## config.mk

```make
export PLATFORM = sky130hd
export DESIGN_NAME = id_decode_stage_flat
export DESIGN_NICKNAME = d
export VERILOG_FILES = /design/src/rtl/rv_decode_pkg.sv /design/src/rtl/id_decode_stage_if.sv /design/src/rtl/imm_gen.sv /design/src/rtl/id_decode_stage.sv /design/src/flat_wrapper.sv
export SDC_FILE = /design/constraint.sdc
export NUM_CORES = 1
export LEC_CHECK = 0
export BUFFER_PORTS_ARGS = -buffer_cell sky130_fd_sc_hd__buf_2
export CAP_MARGIN = 20
export CORE_AREA = 2 2 109 153
export CTS_BUF_LIST = sky130_fd_sc_hd__clkbuf_16
export DETAILED_ROUTE_END_ITERATION = 10
export DIE_AREA = 0 0 111 155
export GPL_TIMING_DRIVEN = 0
export PLACE_DENSITY = 0.86
export SLEW_MARGIN = 20
export SYNTH_ARGS = -nofsm -noshare
export SYNTH_HDL_FRONTEND = slang
export SYNTH_SLANG_ARGS = --single-unit
```

## constraint.sdc

```tcl
create_clock -name clk -period 5 [get_ports clk]
set_input_delay 0.5 -clock clk [delete_from_list [all_inputs] [get_ports clk]]
set_output_delay 0.5 -clock clk [all_outputs]
set_load 0.005 [all_outputs]
```

## src/rtl/rv_decode_pkg.sv

```systemverilog
// rv_decode_pkg: RV32I opcode constants, immediate formats and
// decode helpers shared by the decode stage and imm_gen.
package rv_decode_pkg;

    localparam logic [6:0] OP_R      = 7'b0110011;
    localparam logic [6:0] OP_IMM    = 7'b0010011;
    localparam logic [6:0] OP_LOAD   = 7'b0000011;
    localparam logic [6:0] OP_STORE  = 7'b0100011;
    localparam logic [6:0] OP_BRANCH = 7'b1100011;
    localparam logic [6:0] OP_JAL    = 7'b1101111;
    localparam logic [6:0] OP_JALR   = 7'b1100111;
    localparam logic [6:0] OP_LUI    = 7'b0110111;
    localparam logic [6:0] OP_AUIPC  = 7'b0010111;
    localparam logic [6:0] OP_FENCE  = 7'b0001111;
    localparam logic [6:0] OP_SYSTEM = 7'b1110011;

    typedef enum logic [2:0] {
        IMM_I,
        IMM_S,
        IMM_B,
        IMM_U,
        IMM_J,
        IMM_NONE
    } imm_fmt_e;

    function automatic imm_fmt_e imm_fmt(input logic [6:0] opcode);
        imm_fmt_e f;
        f = IMM_NONE;
        case (opcode)
            OP_IMM, OP_LOAD, OP_JALR: f = IMM_I;
            OP_STORE:                 f = IMM_S;
            OP_BRANCH:                f = IMM_B;
            OP_LUI, OP_AUIPC:         f = IMM_U;
            OP_JAL:                   f = IMM_J;
            default:                  f = IMM_NONE;
        endcase
        return f;
    endfunction

    // Every legal opcode ends in 2'b11, so membership covers the length check.
    function automatic logic opcode_legal(input logic [6:0] opcode);
        return opcode inside {OP_R, OP_IMM, OP_LOAD, OP_STORE,
                              OP_BRANCH, OP_JAL, OP_JALR, OP_LUI,
                              OP_AUIPC, OP_FENCE, OP_SYSTEM};
    endfunction

endpackage

```

## src/rtl/id_decode_stage_if.sv

```systemverilog
// id_decode_stage_if: fetch-side and execute-side valid/ready channels
// of the decode stage; master is the environment, slave the stage.
interface id_decode_stage_if #(
    parameter int XLEN = 32
);
    logic            in_valid;
    logic            in_ready;
    logic [31:0]     in_instr;
    logic [XLEN-1:0] in_pc;

    logic            out_valid;
    logic            out_ready;
    logic [XLEN-1:0] out_pc;
    logic [6:0]      out_opcode;
    logic [4:0]      out_rd;
    logic [4:0]      out_rs1;
    logic [4:0]      out_rs2;
    logic [2:0]      out_funct3;
    logic [6:0]      out_funct7;
    logic [XLEN-1:0] out_imm;
    logic            out_illegal;

    modport master (
        output in_valid, in_instr, in_pc, out_ready,
        input  in_ready, out_valid, out_pc, out_opcode, out_rd,
        input  out_rs1, out_rs2, out_funct3, out_funct7, out_imm,
        input  out_illegal
    );

    modport slave (
        input  in_valid, in_instr, in_pc, out_ready,
        output in_ready, out_valid, out_pc, out_opcode, out_rd,
        output out_rs1, out_rs2, out_funct3, out_funct7, out_imm,
        output out_illegal
    );
endinterface

```

## src/rtl/imm_gen.sv

```systemverilog
// imm_gen: combinational RV32I immediate extraction, sign-extended
// from instr[31] to XLEN.
module imm_gen
    import rv_decode_pkg::*;
#(
    parameter int XLEN = 32
) (
    input  logic [31:0]     instr,
    output logic [XLEN-1:0] imm
);
    logic [31:0] raw;

    always_comb begin
        raw = '0;
        unique case (imm_fmt(instr[6:0]))
            IMM_I: raw = {{20{instr[31]}}, instr[31:20]};
            IMM_S: raw = {{20{instr[31]}}, instr[31:25], instr[11:7]};
            IMM_B: raw = {{19{instr[31]}}, instr[31], instr[7],
                          instr[30:25], instr[11:8], 1'b0};
            IMM_U: raw = {instr[31:12], 12'b0};
            IMM_J: raw = {{11{instr[31]}}, instr[31], instr[19:12],
                          instr[20], instr[30:21], 1'b0};
            default: raw = '0;
        endcase
    end

    assign imm = XLEN'($signed(raw));
endmodule

```

## src/rtl/id_decode_stage.sv

```systemverilog
// id_decode_stage: queued RV32I decode with registered output fields.
// Define DECODE_ILLEGAL_CHECK_EN to enable the out_illegal opcode check.
module id_decode_stage
    import rv_decode_pkg::*;
#(
    parameter int XLEN   = 32,
    parameter int QDEPTH = 2
) (
    input  logic               clk,
    input  logic               rst,
    input  logic               flush,
    id_decode_stage_if.slave   bus
);
    localparam int AW = $clog2(QDEPTH);
    localparam int CW = $clog2(QDEPTH + 1);

    logic [31:0]     q_instr [QDEPTH];
    logic [XLEN-1:0] q_pc    [QDEPTH];
    logic [AW-1:0]   wr_ptr;
    logic [AW-1:0]   rd_ptr;
    logic [CW-1:0]   count;

    logic            push;
    logic            pop;
    logic [31:0]     head_instr;
    logic [XLEN-1:0] head_imm;

    logic            out_valid_q;
    logic [31:0]     instr_q;
    logic [XLEN-1:0] pc_q;
    logic [XLEN-1:0] imm_q;

    assign bus.in_ready = (count < CW'(QDEPTH));
    assign push = bus.in_valid && bus.in_ready;
    assign pop  = (count != '0) && (!out_valid_q || bus.out_ready);
    assign head_instr = q_instr[rd_ptr];

    imm_gen #(.XLEN(XLEN)) u_imm_gen (
        .instr (head_instr),
        .imm   (head_imm)
    );

    always_ff @(posedge clk) begin
        if (push) begin
            q_instr[wr_ptr] <= bus.in_instr;
            q_pc[wr_ptr]    <= bus.in_pc;
        end
    end

    always_ff @(posedge clk) begin
        if (rst || flush) begin
            wr_ptr <= '0;
            rd_ptr <= '0;
            count  <= '0;
        end else begin
            if (push)
                wr_ptr <= wr_ptr + AW'(1);
            if (pop)
                rd_ptr <= rd_ptr + AW'(1);
            if (push && !pop)
                count <= count + CW'(1);
            else if (pop && !push)
                count <= count - CW'(1);
        end
    end

    always_ff @(posedge clk) begin
        if (rst) begin
            out_valid_q <= 1'b0;
            instr_q     <= '0;
            pc_q        <= '0;
            imm_q       <= '0;
        end else if (flush) begin
            out_valid_q <= 1'b0;
        end else if (pop) begin
            out_valid_q <= 1'b1;
            instr_q     <= head_instr;
            pc_q        <= q_pc[rd_ptr];
            imm_q       <= head_imm;
        end else if (bus.out_ready) begin
            out_valid_q <= 1'b0;
        end
    end

`ifdef DECODE_ILLEGAL_CHECK_EN
    logic illegal_q;

    always_ff @(posedge clk) begin
        if (rst)
            illegal_q <= 1'b0;
        else if (!flush && pop)
            illegal_q <= !opcode_legal(head_instr[6:0]);
    end

    assign bus.out_illegal = illegal_q;
`else
    assign bus.out_illegal = 1'b0;
`endif

    // Fields are sliced from the held word so they stay stable under stall.
    assign bus.out_valid  = out_valid_q;
    assign bus.out_pc     = pc_q;
    assign bus.out_imm    = imm_q;
    assign bus.out_opcode = instr_q[6:0];
    assign bus.out_rd     = instr_q[11:7];
    assign bus.out_funct3 = instr_q[14:12];
    assign bus.out_rs1    = instr_q[19:15];
    assign bus.out_rs2    = instr_q[24:20];
    assign bus.out_funct7 = instr_q[31:25];
endmodule
```

## src/flat_wrapper.sv

```systemverilog
// flat-port wrapper written by rule: the top's interface ports become plain ports
module id_decode_stage_flat import rv_decode_pkg::*;
#(
    parameter int XLEN   = 32,
    parameter int QDEPTH = 2
)
  (clk, rst, flush, bus_in_valid, bus_in_instr, bus_in_pc, bus_out_ready, bus_in_ready, bus_out_valid, bus_out_pc, bus_out_opcode, bus_out_rd, bus_out_rs1, bus_out_rs2, bus_out_funct3, bus_out_funct7, bus_out_imm, bus_out_illegal);
  id_decode_stage_if #(.XLEN(XLEN)) bus_i ();
  input  logic clk;
  input  logic rst;
  input  logic flush;
  input wire logic [$bits(bus_i.in_valid)-1:0] bus_in_valid;
  input wire logic [$bits(bus_i.in_instr)-1:0] bus_in_instr;
  input wire logic [$bits(bus_i.in_pc)-1:0] bus_in_pc;
  input wire logic [$bits(bus_i.out_ready)-1:0] bus_out_ready;
  output wire logic [$bits(bus_i.in_ready)-1:0] bus_in_ready;
  output wire logic [$bits(bus_i.out_valid)-1:0] bus_out_valid;
  output wire logic [$bits(bus_i.out_pc)-1:0] bus_out_pc;
  output wire logic [$bits(bus_i.out_opcode)-1:0] bus_out_opcode;
  output wire logic [$bits(bus_i.out_rd)-1:0] bus_out_rd;
  output wire logic [$bits(bus_i.out_rs1)-1:0] bus_out_rs1;
  output wire logic [$bits(bus_i.out_rs2)-1:0] bus_out_rs2;
  output wire logic [$bits(bus_i.out_funct3)-1:0] bus_out_funct3;
  output wire logic [$bits(bus_i.out_funct7)-1:0] bus_out_funct7;
  output wire logic [$bits(bus_i.out_imm)-1:0] bus_out_imm;
  output wire logic [$bits(bus_i.out_illegal)-1:0] bus_out_illegal;
  assign bus_i.in_valid = bus_in_valid;
  assign bus_i.in_instr = bus_in_instr;
  assign bus_i.in_pc = bus_in_pc;
  assign bus_i.out_ready = bus_out_ready;
  assign bus_in_ready = bus_i.in_ready;
  assign bus_out_valid = bus_i.out_valid;
  assign bus_out_pc = bus_i.out_pc;
  assign bus_out_opcode = bus_i.out_opcode;
  assign bus_out_rd = bus_i.out_rd;
  assign bus_out_rs1 = bus_i.out_rs1;
  assign bus_out_rs2 = bus_i.out_rs2;
  assign bus_out_funct3 = bus_i.out_funct3;
  assign bus_out_funct7 = bus_i.out_funct7;
  assign bus_out_imm = bus_i.out_imm;
  assign bus_out_illegal = bus_i.out_illegal;
  id_decode_stage #(.XLEN(XLEN), .QDEPTH(QDEPTH)) u_core (.clk(clk), .rst(rst), .flush(flush), .bus(bus_i));
endmodule
```

### Word-level counts from Yosys, hierarchy flattened

Memories as Yosys holds them, arrays and structs flattened. A register that Yosys moved wholly into a read port is not among the register bits.
Cells that the tools add are included.

| storage, ports and cells | value |
|---|---|
| memory bits (read-only) | 0 |
| bits in registers | 69 |
| memory bits (writable) | 128 |
| memories | 2 |
| output and inout port bits | 99 |
| latch bits | 0 |
| logic and storage cells | 53 |

Memories:

| name | words | bits a word | read ports | clocked after Yosys merged registers in | write ports | RTL line | text |
|---|---|---|---|---|---|---|---|
| u_core.q_instr | 2 | 32 | 1 | 1 | 1 | id_decode_stage.sv:17 | `logic [31:0] q_instr [QDEPTH];` |
| u_core.q_pc | 2 | 32 | 1 | 1 | 1 | id_decode_stage.sv:18 | `logic [XLEN-1:0] q_pc [QDEPTH];` |

| cells by class | value |
|---|---|
| multiplexer cells | 10 |
| $lt $le $gt $ge | 1 |
| shift operators | 0 |
| add/subtract/negate cells | 4 |
| $mul | 0 |
| bitwise gates (word level) | 1 |
| reduce and logical (&&, ||, !) cells | 17 |
| eq/ne operators | 12 |
| div/mod/pow operators | 0 |

Operators by type and width:

| kind | number |
|---|---|
| $pmux 32 s5 | 1 |
| $eq 7x7->1 const B | 3 |
| $pmux 3 s5 | 1 |
| $eq 7x5->1 const B | 2 |
| $eq 7x6->1 const B | 2 |
| $eq 7x2->1 const B | 1 |
| $eq 3x2->1 const B | 2 |
| $mux 1 | 6 |
| $reduce_bool 2->1 | 3 |
| $logic_and 1x1->1 | 4 |
| $mux 2 | 2 |
| $reduce_or 2->1 | 2 |
| $eq 3x1->1 const B | 1 |
| $eq 3x3->1 const B | 1 |
| $logic_not 1->1 | 3 |
| $logic_not 3->1 | 1 |
| $reduce_or 3->1 | 1 |
| $add 1x1->1 const B | 2 |
| $add 2x1->2 const B | 1 |
| $logic_or 1x1->1 | 2 |
| $lt 2x2->1 const B | 1 |
| $reduce_and 2->1 | 1 |
| $sub 2x1->2 const B | 1 |
| $not 1->1 | 1 |

### Depth between registers and ports, before layout

Gate-level depths: netlist of the first run.

| logic depth | value |
|---|---|
| depth after elaboration | 6 |
| mapped depth | 8 |
| gate-level depth less buffers | 7 |

### By module

A second synthesis of the first run with hierarchy kept.

| second synthesis, totals | value |
|---|---|
| cells, all modules | 750 |
| area, all modules | 9,452.8 um^2 |

By module, submodules not included:

| module | area each (um^2) | cells an instance | times used |
|---|---|---|---|
| id_decode_stage | 8,903.5 | 664 | 1 |
| imm_gen | 549.3 | 86 | 1 |

### Worst setup path after synthesis of the first run

Ideal clock, no wire load.

| timing path | value |
|---|---|
| path type | in2reg |
| from | input port bus_in_valid |
| to | memory u_core.q_instr[0][0] (enable) |
| stages on the path | 2 |
| data arrival time | 3.535 ns |
| slack | 0.972 ns |
| library setup time | 0.494 ns |
| path buffers | 0 |
| cells stage by stage | and2b_1 nor2b_1 |

| on the way | value |
|---|---|
| longest elaborated chain between the ends | 3 |

Ends and longest elaborated chain:

| item | RTL line | text |
|---|---|---|
| from (decl) | flat_wrapper.sv:12 | `input wire logic [$bits(bus_i.in_valid)-1:0] bus_in_valid;` |
| $logic_and 1x1->1 | id_decode_stage.sv:34 | `assign push = bus.in_valid && bus.in_ready;` |
| $mux 1 | id_decode_stage.sv:44 | `if (push) begin` |
| $mux 1 (implied by the code) | id_decode_stage.sv:45 | `q_instr[wr_ptr] <= bus.in_instr;` |
| to (decl) | id_decode_stage.sv:17 |  |

No other way between the ends.

### Final worst setup path of the first run

| timing path | value |
|---|---|
| from | register u_core.count[1] |
| to | register u_core.instr_q[12] |

| on the way | value |
|---|---|
| longest elaborated chain between the ends | 3 |

Ends and longest elaborated chain:

| item | RTL line | text |
|---|---|---|
| from (decl) | id_decode_stage.sv:21 | `logic [CW-1:0] count;` |
| from (signal assigned) | id_decode_stage.sv:61 | `count <= count + CW'(1);` |
| from (signal assigned) | id_decode_stage.sv:63 | `count <= count - CW'(1);` |
| $reduce_bool 2->1 | id_decode_stage.sv:35 | `assign pop = (count != '0) && (!out_valid_q \|\| bus.out_ready);` |
| $logic_and 1x1->1 | id_decode_stage.sv:35 |  |
| $reduce_and 2->1 (no source line) | n/a |  |
| to (signal assigned) | id_decode_stage.sv:77 | `instr_q <= head_instr;` |
| to (decl) | id_decode_stage.sv:29 | `logic [31:0] instr_q;` |

No other way between the ends.
A chain may end at the register's enable or synchronous reset.

==> results.cfg, run 1 <==
[cells_and_area]
syn2layout_area_growth_pct = 21.8
final_cell_mix = buf_2 (168), edfxtp_1 (128), dfxtp_1 (102)
fin_nets = 857
final_common_cell = buf_2
finish.utilization = 0.646
fin_area_um2 = 10300
drive_gt1_frac = 0.282

[worst_setup_path]
startpoint_type = flop
crit_top_cell = clkbuf_1
worstSetupEndpointType = flop
critPathMaxStageDelay_ns = 0.58
critPathArrivalTime_ns = 3.00
crit_type = flop to flop
crit_chain = nor2_2 > nor3_1 > clkbuf_1 > clkbuf_1 > buf_1 > a211oi_1
path_max_fanout = 10
cpMaxStageDelayCell = clkbuf_1
crit_required_ns = 5.34

[timing]
max-slew-margin-rel = 0.414
hold_viol = 0
period_share = 0.530
min_period_ns = 2.65
max_freq_mhz = 377
finalSetupViolCount = 0
rsz0062_at_grt = false
setup_tns_ns = 0
setup_slack_ns = 2.35
clock_skew_ns = 0.00878
slew_viol_final = 0
tightest_slew_ns = 0.855

[detailed_routing]
num_vias = 5513
drtIter0Drc = 376
routed_via_density = 5.49
drtAntennaViolNets = 0
first_pass_iters = 5
drt_wl_total_um = 18300
wire_per_inst_um = 18.2
route.detailed.drc = 0

[synthesis]
synth-compound-area-share = 0.107
synth-seq-cells = 230
yosysSeqAreaShare = 0.698
syn_area_um2 = 8430
synth_top_family_by_area = compound AO/OA/AOI/OAI gates
synth.distinct_cells = 56
synth_edf_count = 128
synth_fa_ha_area_frac = 0.00148
syn_inst = 596
yosys.area_share.simple = 0.0745
avgSynthCellArea_um2 = 14.1
ys.flop_type = edfxtp_1
synth_warnings = 0
synth_nets = 666
async_flop_share = 0
muxShareOfSynthArea = 0.0840
synth_xor_area_frac = 0.00519

[clocking]
cts_tree = done
h-tree-depth = 1
cts_buffer_depth = 3
path_clk_slew_ns = 0.06
post-cts-setup-buffers = 0
cts-root-buf = clkbuf_16
worstSkewPairLatency_ns = 0.49
cts_resized = 0
cts_buffers = 21
cts.sinks = 230
ctsHoldBuffers = 0

[global_routing]
grt_usage = 0.208
grt_pass1_wl_um = 28200
grt.overflow.total = 0
grt_max_degree = 39
grt_pass1_vias = 5424
antenna_found_initial = 8

[outcome]
status = complete, no violations

[placed_design]
gp_congestion = 0.856
port_buffers = 165
place_ws_ns = 2.22
placed_cell_area_um2 = 9580
dp_hpwl_um = 13100

[pwr]
p_sw_mw = 1.15
leakagePower_nw = 3.91
p_comb_frac = 0.156
p_per_area_nw_per_um2 = 443
peakVddDrop_v = 0.000322
power.share.clock = 0.345
intPower_mw = 3.39
switching_share = 0.254
p_seq_frac = 0.499

[die]
start_util = 0.530
die_area_um2 = 17200
ios = 168
chipHeight_um = 155
rows = 55
coreArea_um2 = 15900
die_x_um = 111

[hold_path]
hp-class = primary input to flop

[job]
max-cap-violations = 0
power by group through the flow:
stage                     clock, mW  sequential, mW  combinational (mW)
after floorplan                   0            2.31               0.428
after global placement            0            2.32               0.670
after detailed placement          0            2.31               0.707
after CTS                      1.60            2.27               0.711
after global routing           1.67            2.29               0.782
final                          1.57            2.27               0.708
worst max-delay path, delay by kind of cell (launching register included):
| family | cells | cell delay (ns) |
|---|---|---|
| buf+inv | 3 | 1.51 |
| flops | 1 | 0.43 |
| compound gates | 1 | 0.17 |
| simple gates | 2 | 0.39 |
worst paths after layout:
check                                                   startpoint                                 end  slack [ns]  cells past startpoint
worst min-delay path                                 bus_in_pc[29]        u_core.q_pc[1][29]$_DFFE_PP_        0.19                      1
worst min register to register  u_core.bus.out_imm[5]$_SDFFE_PP0P_  u_core.bus.out_imm[5]$_SDFFE_PP0P_        0.45                      2
worst max-delay path                  u_core.count[1]$_SDFFE_PP0P_     u_core.instr_q[12]$_SDFFE_PP0P_        2.35                      6
worst max register to register        u_core.count[1]$_SDFFE_PP0P_     u_core.instr_q[12]$_SDFFE_PP0P_        2.35                      6
logic make-up (layout without fill, tap and decap cells):
group,after synthesis,count (layout)
AOI/OAI and AO/OA,113,113
xor gates and xnor gates,5,5
adders and majority gates,1,1
buffers and inverters,52,258
DFF,230,230
muxes,67,67
other,1,5
and+or+nand+nor,127,127
metal layers:
layer,vias to the layer above,part of all wire,GRT usage
met4,6,0.024,0.0696
met5,-,0.0022,0
met3,48,0.087,0.0600
met2,209,0.51,0.378
li1,2638,-,-
met1,2612,0.37,0.234
flip-flops by register name, summed over array words and instances (netlist names), named ones only:
signal                count
u_core.bus.out_pc        32
u_core.q_instr           64
u_core.wr_ptr             1
u_core.bus.out_imm       32
u_core.instr_q           32
u_core.count              2
u_core.bus.out_valid      1
u_core.rd_ptr             1
u_core.q_pc              64
final cells by class:
type | count | area [um^2]
clock inverters | 17 | 151
fillers | 1154 | 5630
flip-flops and latches | 230 | 5890
repair buffers | 168 | 893
well taps | 199 | 249
multi-input cells | 314 | 2310
plain buffers | 40 | 199
clock buffers | 21 | 526
diodes | 4 | 10.0
inverters | 12 | 45.0
stage by stage:
step | power [mW] | instances | hold slack, ns
floorplan | 2.74 | 596 | 0.442
global placement | 2.99 | 960 | 0.435
detailed placement | 3.02 | 963 | 0.438
CTS | 4.58 | 1001 | 0.172
global route | 4.74 | 1003 | 0.171
finish | 4.55 | 1005 | 0.189
synth_stat cells, types with 2 or more instances:
cell / instances / area share
a211oi_1: 65 / 0.058
nor2_1: 68 / 0.030
nand2_1: 16 / 0.0071
edfxtp_1: 128 / 0.46
and2_1: 2 / 0.0015
nor3_1: 15 / 0.0089
mux2i_2: 3 / 0.0049
nor4_4: 2 / 0.0050
o221ai_1: 4 / 0.0042
buf_1: 5 / 0.0022
a21oi_1: 2 / 0.0012
a32oi_1: 2 / 0.0021
xor2_1: 3 / 0.0031
xnor2_1: 2 / 0.0021
a221o_1: 12 / 0.014
clkbuf_1: 25 / 0.011
nand2b_1: 2 / 0.0015
mux2i_1: 58 / 0.069
a22oi_1: 3 / 0.0027
or3_4: 2 / 0.0027
buf_4: 2 / 0.0018
buf_2: 3 / 0.0018
nor2b_1: 4 / 0.0030
buf_6: 5 / 0.0067
nand4_1: 3 / 0.0022
dfxtp_1: 102 / 0.24
inv_1: 12 / 0.0053
o21ai_1: 5 / 0.0030
mux2_2: 3 / 0.0040
a211o_1: 9 / 0.0094
o21ai_0: 3 / 0.0018
mux2_4: 2 / 0.0036
(Power assumes the default switching activity.)
==> run 2: changes to the inputs <==
Settings changed: CORE_AREA 2 2 109 153 to 2 2 114 161, DIE_AREA 0 0 111 155 to 0 0 116 163, PLACE_DENSITY 0.86 to 0.82.
Clock period 5 ns to 2.32 ns, I/O delays scaled along.
==> results.cfg, run 2 (synthesis gave the netlist of run 1 again) <==
[worst_setup_path]
crit_chain = buf_6 > buf_6 > buf_2 > buf_4 > mux2i_1 > inv_1 > a221o_1
startpoint_type = flop
worstSetupEndpointType = flop
path_buf_inv = 5
path_delay_family = buffers and inverters
critPathArrivalTime_ns = 2.63
reg2regPathDepth = 7
critPathMaxStageDelay_ns = 0.41
path_depth = 7
crit_type = flop to flop
crit_top_cell = buf_6
cpMaxStageDelayCell = mux2i_1
path_max_fanout = 10
crit_required_ns = 2.70

[die]
chipHeight_um = 163
coreArea_um2 = 17600
rows = 58
ios = 168
die_x_um = 116
start_util = 0.480
die_area_um2 = 18900

[cells_and_area]
syn2layout_area_growth_pct = 31.3
fin_nets = 923
final_common_cell = buf_2
instances_no_fill = 1110
fillCellCount = 1349
fin_area_um2 = 11100
top_regs = u_core.q_instr x64, u_core.q_pc x64
drive_gt1_frac = 0.268
final_cell_mix = buf_2 (167), edfxtp_1 (128), dfxtp_1 (102)

[timing]
setup_slack_ns = 0.0681
tightest_slew_ns = 1.01
max-slew-margin-rel = 0.309
min_period_ns = 2.25
max_freq_mhz = 444
hold_viol = 0
period_share = 0.971
finalSetupViolCount = 0
rsz0062_at_grt = true
clock_skew_ns = 0.0190
slew_viol_final = 0

[global_routing]
grt_pass1_wl_um = 30600
antenna_found_initial = 1
grt_usage = 0.209
grt_max_degree = 35
grt.overflow.total = 0
grt_pass1_vias = 6062

[clocking]
h-tree-depth = 1
cts_buffer_depth = 3
cts.sinks = 230
worstSkewPairLatency_ns = 0.50
cts-root-buf = clkbuf_16
path_clk_slew_ns = 0.07
post-cts-setup-buffers = 0
cts_tree = done
cts_buffers = 22

[placed_design]
dp_hpwl_um = 13600
gp_congestion = 0.823
placed_cells = 1005
place_ws_ns = -0.353
port_buffers = 165
placed_cell_area_um2 = 9670

[detailed_routing]
num_vias = 5786
wire_per_inst_um = 17.8
first_pass_iters = 5
drtAntennaViolNets = 0
routed_via_density = 5.21
drtIter0Drc = 313
drt_wl_total_um = 19800
route.detailed.drc = 0

[pwr]
p_per_area_nw_per_um2 = 914
peakVddDrop_v = 0.000704
leakagePower_nw = 4.23

[hold_path]
min_path_cells = 3
hp-class = primary input to flop

[outcome]
status = complete, no violations

[job]
max-cap-violations = 0
-- run 2: report_power, final --
group / internal [mW] / switching (mW)
Sequential: 4.72 / 0.171
Combinational: 0.712 / 0.956
Clock: 2.08 / 1.48
Total: 7.51 / 2.61
-- run 2: worst paths after layout --
path	startpoint	endpoint	slack, ns
worst max-delay path	flop	u_core.bus.out_imm[26]$_SDFFE_PP0P_	0.07
worst min-delay path	bus_out_ready	u_core.bus.out_valid$_SDFFE_PP0P_	0.05
worst max register to register	flop	u_core.bus.out_imm[26]$_SDFFE_PP0P_	0.07
worst min register to register	u_core.bus.out_imm[5]$_SDFFE_PP0P_	u_core.bus.out_imm[5]$_SDFFE_PP0P_	0.45
-- run 2: metal layers --
layer,part of all wire,up-vias,global-route usage
met5,0,-,0
met1,0.37,2794,0.225
met4,0.024,0,0.0682
li1,-,2769,-
met2,0.55,191,0.400
met3,0.059,32,0.0421
-- run 2: what timing repair did --
item                                    4_1_cts  5_1_grt
endpoints found under the setup margin       31       23
resized for setup                             2        6
hold endpoints to repair                    134        0
hold buffers                                 65        0
-- run 2: cell type report --
cell class / count / area, um^2 / share of cell area
buffer: 39 / 203 / 0.0183
clock inverter: 16 / 126 / 0.0114
multi-input combinational: 314 / 2330 / 0.210
antenna: 1 / 2.50 / 0.000226
tap: 240 / 300 / 0.0271
clock buffer: 24 / 601 / 0.0542
timing repair buffer: 234 / 1580 / 0.143
inverter: 12 / 45.0 / 0.00407
sequential: 230 / 5890 / 0.532
-- run 2: worst reg2reg max path: cells and delay by family, from the launching register on --
family                 cells  cell delay (ns)
AO/OA/AOI/OAI              1             0.33
flip-flops                 1             0.32
buffers and inverters      5             1.06
multiplexers               1             0.42
-- run 2: through the flow --
step                utilization  hold slack [ns]  power (mW)  setup TNS [ns]
floorplan                     -            0.331        5.90               0
global placement          0.545            0.419        6.43          -26.66
detailed placement        0.551            0.423        6.54           -8.04
CTS                       0.629           0.0309        10.2               0
global route              0.630           0.0639        10.5        -0.00290
finish                    0.630           0.0460        10.1               0
==> run 3: changes to the inputs <==
Clock period 2.32 ns to 1.9 ns, I/O delays scaled along.
==> results.cfg, run 3 (synthesis gave the netlist of run 1 again) <==
[clocking]
cts_tree = done
h-tree-depth = 1
cts_buffers = 22
cts_buffer_depth = 3
cts.sinks = 230
worstSkewPairLatency_ns = 0.50
cts-root-buf = clkbuf_16
path_clk_slew_ns = 0.06

[timing]
slew_viol_final = 0
rsz0062_at_grt = true
max_freq_mhz = 472
setup_slack_ns = -0.219
finalSetupViolCount = 32
setup_tns_ns = -5.61
min_period_ns = 2.12
clock_skew_ns = 0.00906
holdWs_ns = 0.0697
tightest_slew_ns = 0.693
period_share = 1.12
max-slew-margin-rel = 0.529
hold_viol = 0

[die]
coreArea_um2 = 17600
ios = 168
rows = 58
start_util = 0.480
die_area_um2 = 18900
die_x_um = 116
chipHeight_um = 163

[global_routing]
use_met2 = 0.387
grt.overflow.total = 0
use_met1 = 0.236
grt_usage = 0.210
grt_pass1_wl_um = 30900
antenna_found_initial = 1
gr-usage-met3 = 0.0428
grt_pass1_vias = 6075
grt_max_degree = 35
grt_busiest_layer = met2

[outcome]
violations = negative setup slack
status = complete, but fails checks

[detailed_routing]
num_vias = 6004
drtIter0Drc = 305
drtAntennaViolNets = 0
routed_via_density = 5.32
route.detailed.drc = 0
wire_per_inst_um = 18.2
drt_wl_total_um = 20600
first_pass_iters = 5

[worst_setup_path]
startpoint_type = flop
worstSetupEndpointType = flop
critPathArrivalTime_ns = 2.50
crit_required_ns = 2.28
cpMaxStageDelayCell = dfxtp_2
critPathMaxStageDelay_ns = 0.35
crit_chain = buf_8 > buf_12 > mux2_4 > nand4_1 > and3_4 > nor4_4 > buf_4 > buf_6 > a221o_1
crit_type = flop to flop
path_buf_inv = 4
path_delay_family = buffers and inverters
path_max_fanout = 6

[job]
max-cap-violations = 0

[pwr]
p_per_area_nw_per_um2 = 1090
peakVddDrop_v = 0.000900
leakagePower_nw = 4.42
power.total_mw = 12.4

[cells_and_area]
drive_gt1_frac = 0.320
syn2layout_area_growth_pct = 35.3
final_cell_mix = buf_2 (168), edfxtp_1 (128), dfxtp_1 (98)
final_common_cell = buf_2
fin_nets = 942
top_regs = u_core.q_instr x64, u_core.q_pc x64

[placed_design]
place_ws_ns = -0.872
dp_hpwl_um = 13700
port_buffers = 165
gp_congestion = 0.838

[hold_path]
hp-class = primary input to flop
==> run 3: cell types whose count changed in the layout (fill, tap and decap cells not counted), sizes merged <==
| cell | delta |
|---|---|
| inv | +3 |
| clkbuf | +4 |
| bufinv | -1 |
| buf | +15 |
| clkinvlp | -3 |
| clkinv | +1 |
==> run 3: what timing repair did <==
item / in CTS / in global routing
resized for setup: 36 / 27
pin swaps: 5 / 8
hold buffers: 65 / 0
cloned: 1 / 2
endpoints found under the setup margin: 96 / 107
endpoints found under the hold margin: 134 / 0
setup buffers: 9 / 7
==> run 3: layer usage <==
layer	share of wire	vias up	routed length (um)
met5	0	-	0
met4	0.029	0	601
met3	0.065	56	1340
met2	0.53	252	10800
met1	0.38	2886	7790
li1	-	2810	-
==> run 3: area by class of cell <==
type / count / area, um^2
Buffer: 39 / 250
Sequential cell: 230 / 5890
Inverter: 12 / 45.0
Antenna cell: 1 / 2.50
Clock buffer: 24 / 601
Clock inverter: 16 / 92.6
Timing Repair Buffer: 253 / 1760
Tap cell: 240 / 300
Multi-Input combinational cell: 314 / 2460
Fill cell: 1327 / 6150
==> run 3: where the power goes <==
part | leakage, nW | switching, mW | internal (mW)
Clock | 0.370 | 1.75 | 2.40
Sequential | 2.03 | 0.219 | 5.77
Combinational | 2.03 | 1.24 | 1.00
Total | 4.42 | 3.21 | 9.17
==> run 3: worst reg2reg max path, stage by stage, from the launching register on <==
cell and delay, ns:
dfxtp_2 0.35, buf_8 0.16, buf_12 0.14, mux2_4 0.34
nand4_1 0.18, and3_4 0.23, nor4_4 0.04, buf_4 0.19
buf_6 0.13, a221o_1 0.26
==> run 3: path summary, 6_finish.rpt <==
| check | startpoint | to | slack, ns | cells after the start |
|---|---|---|---|---|
| worst max-delay path | flop | u_core.bus.out_imm[22]$_SDFFE_PP0P_ | -0.22 | 9 |
| worst max register to register | flop | u_core.bus.out_imm[22]$_SDFFE_PP0P_ | -0.22 | 9 |
| worst min-delay path | bus_out_ready | u_core.bus.out_valid$_SDFFE_PP0P_ | 0.07 | 3 |
| worst min register to register | u_core.bus.out_imm[5]$_SDFFE_PP0P_ | u_core.bus.out_imm[5]$_SDFFE_PP0P_ | 0.45 | 2 |
==> run 3: through the flow <==
stage	area, um^2	util	std cells
6_report	11400	0.650	1129
5_1_grt	11400	0.650	1129
4_1_cts	11200	0.639	1119
3_5_place_dp	9670	0.551	1005
3_3_place_gp	9570	0.545	1001
2_1_floorplan	8440	-	596
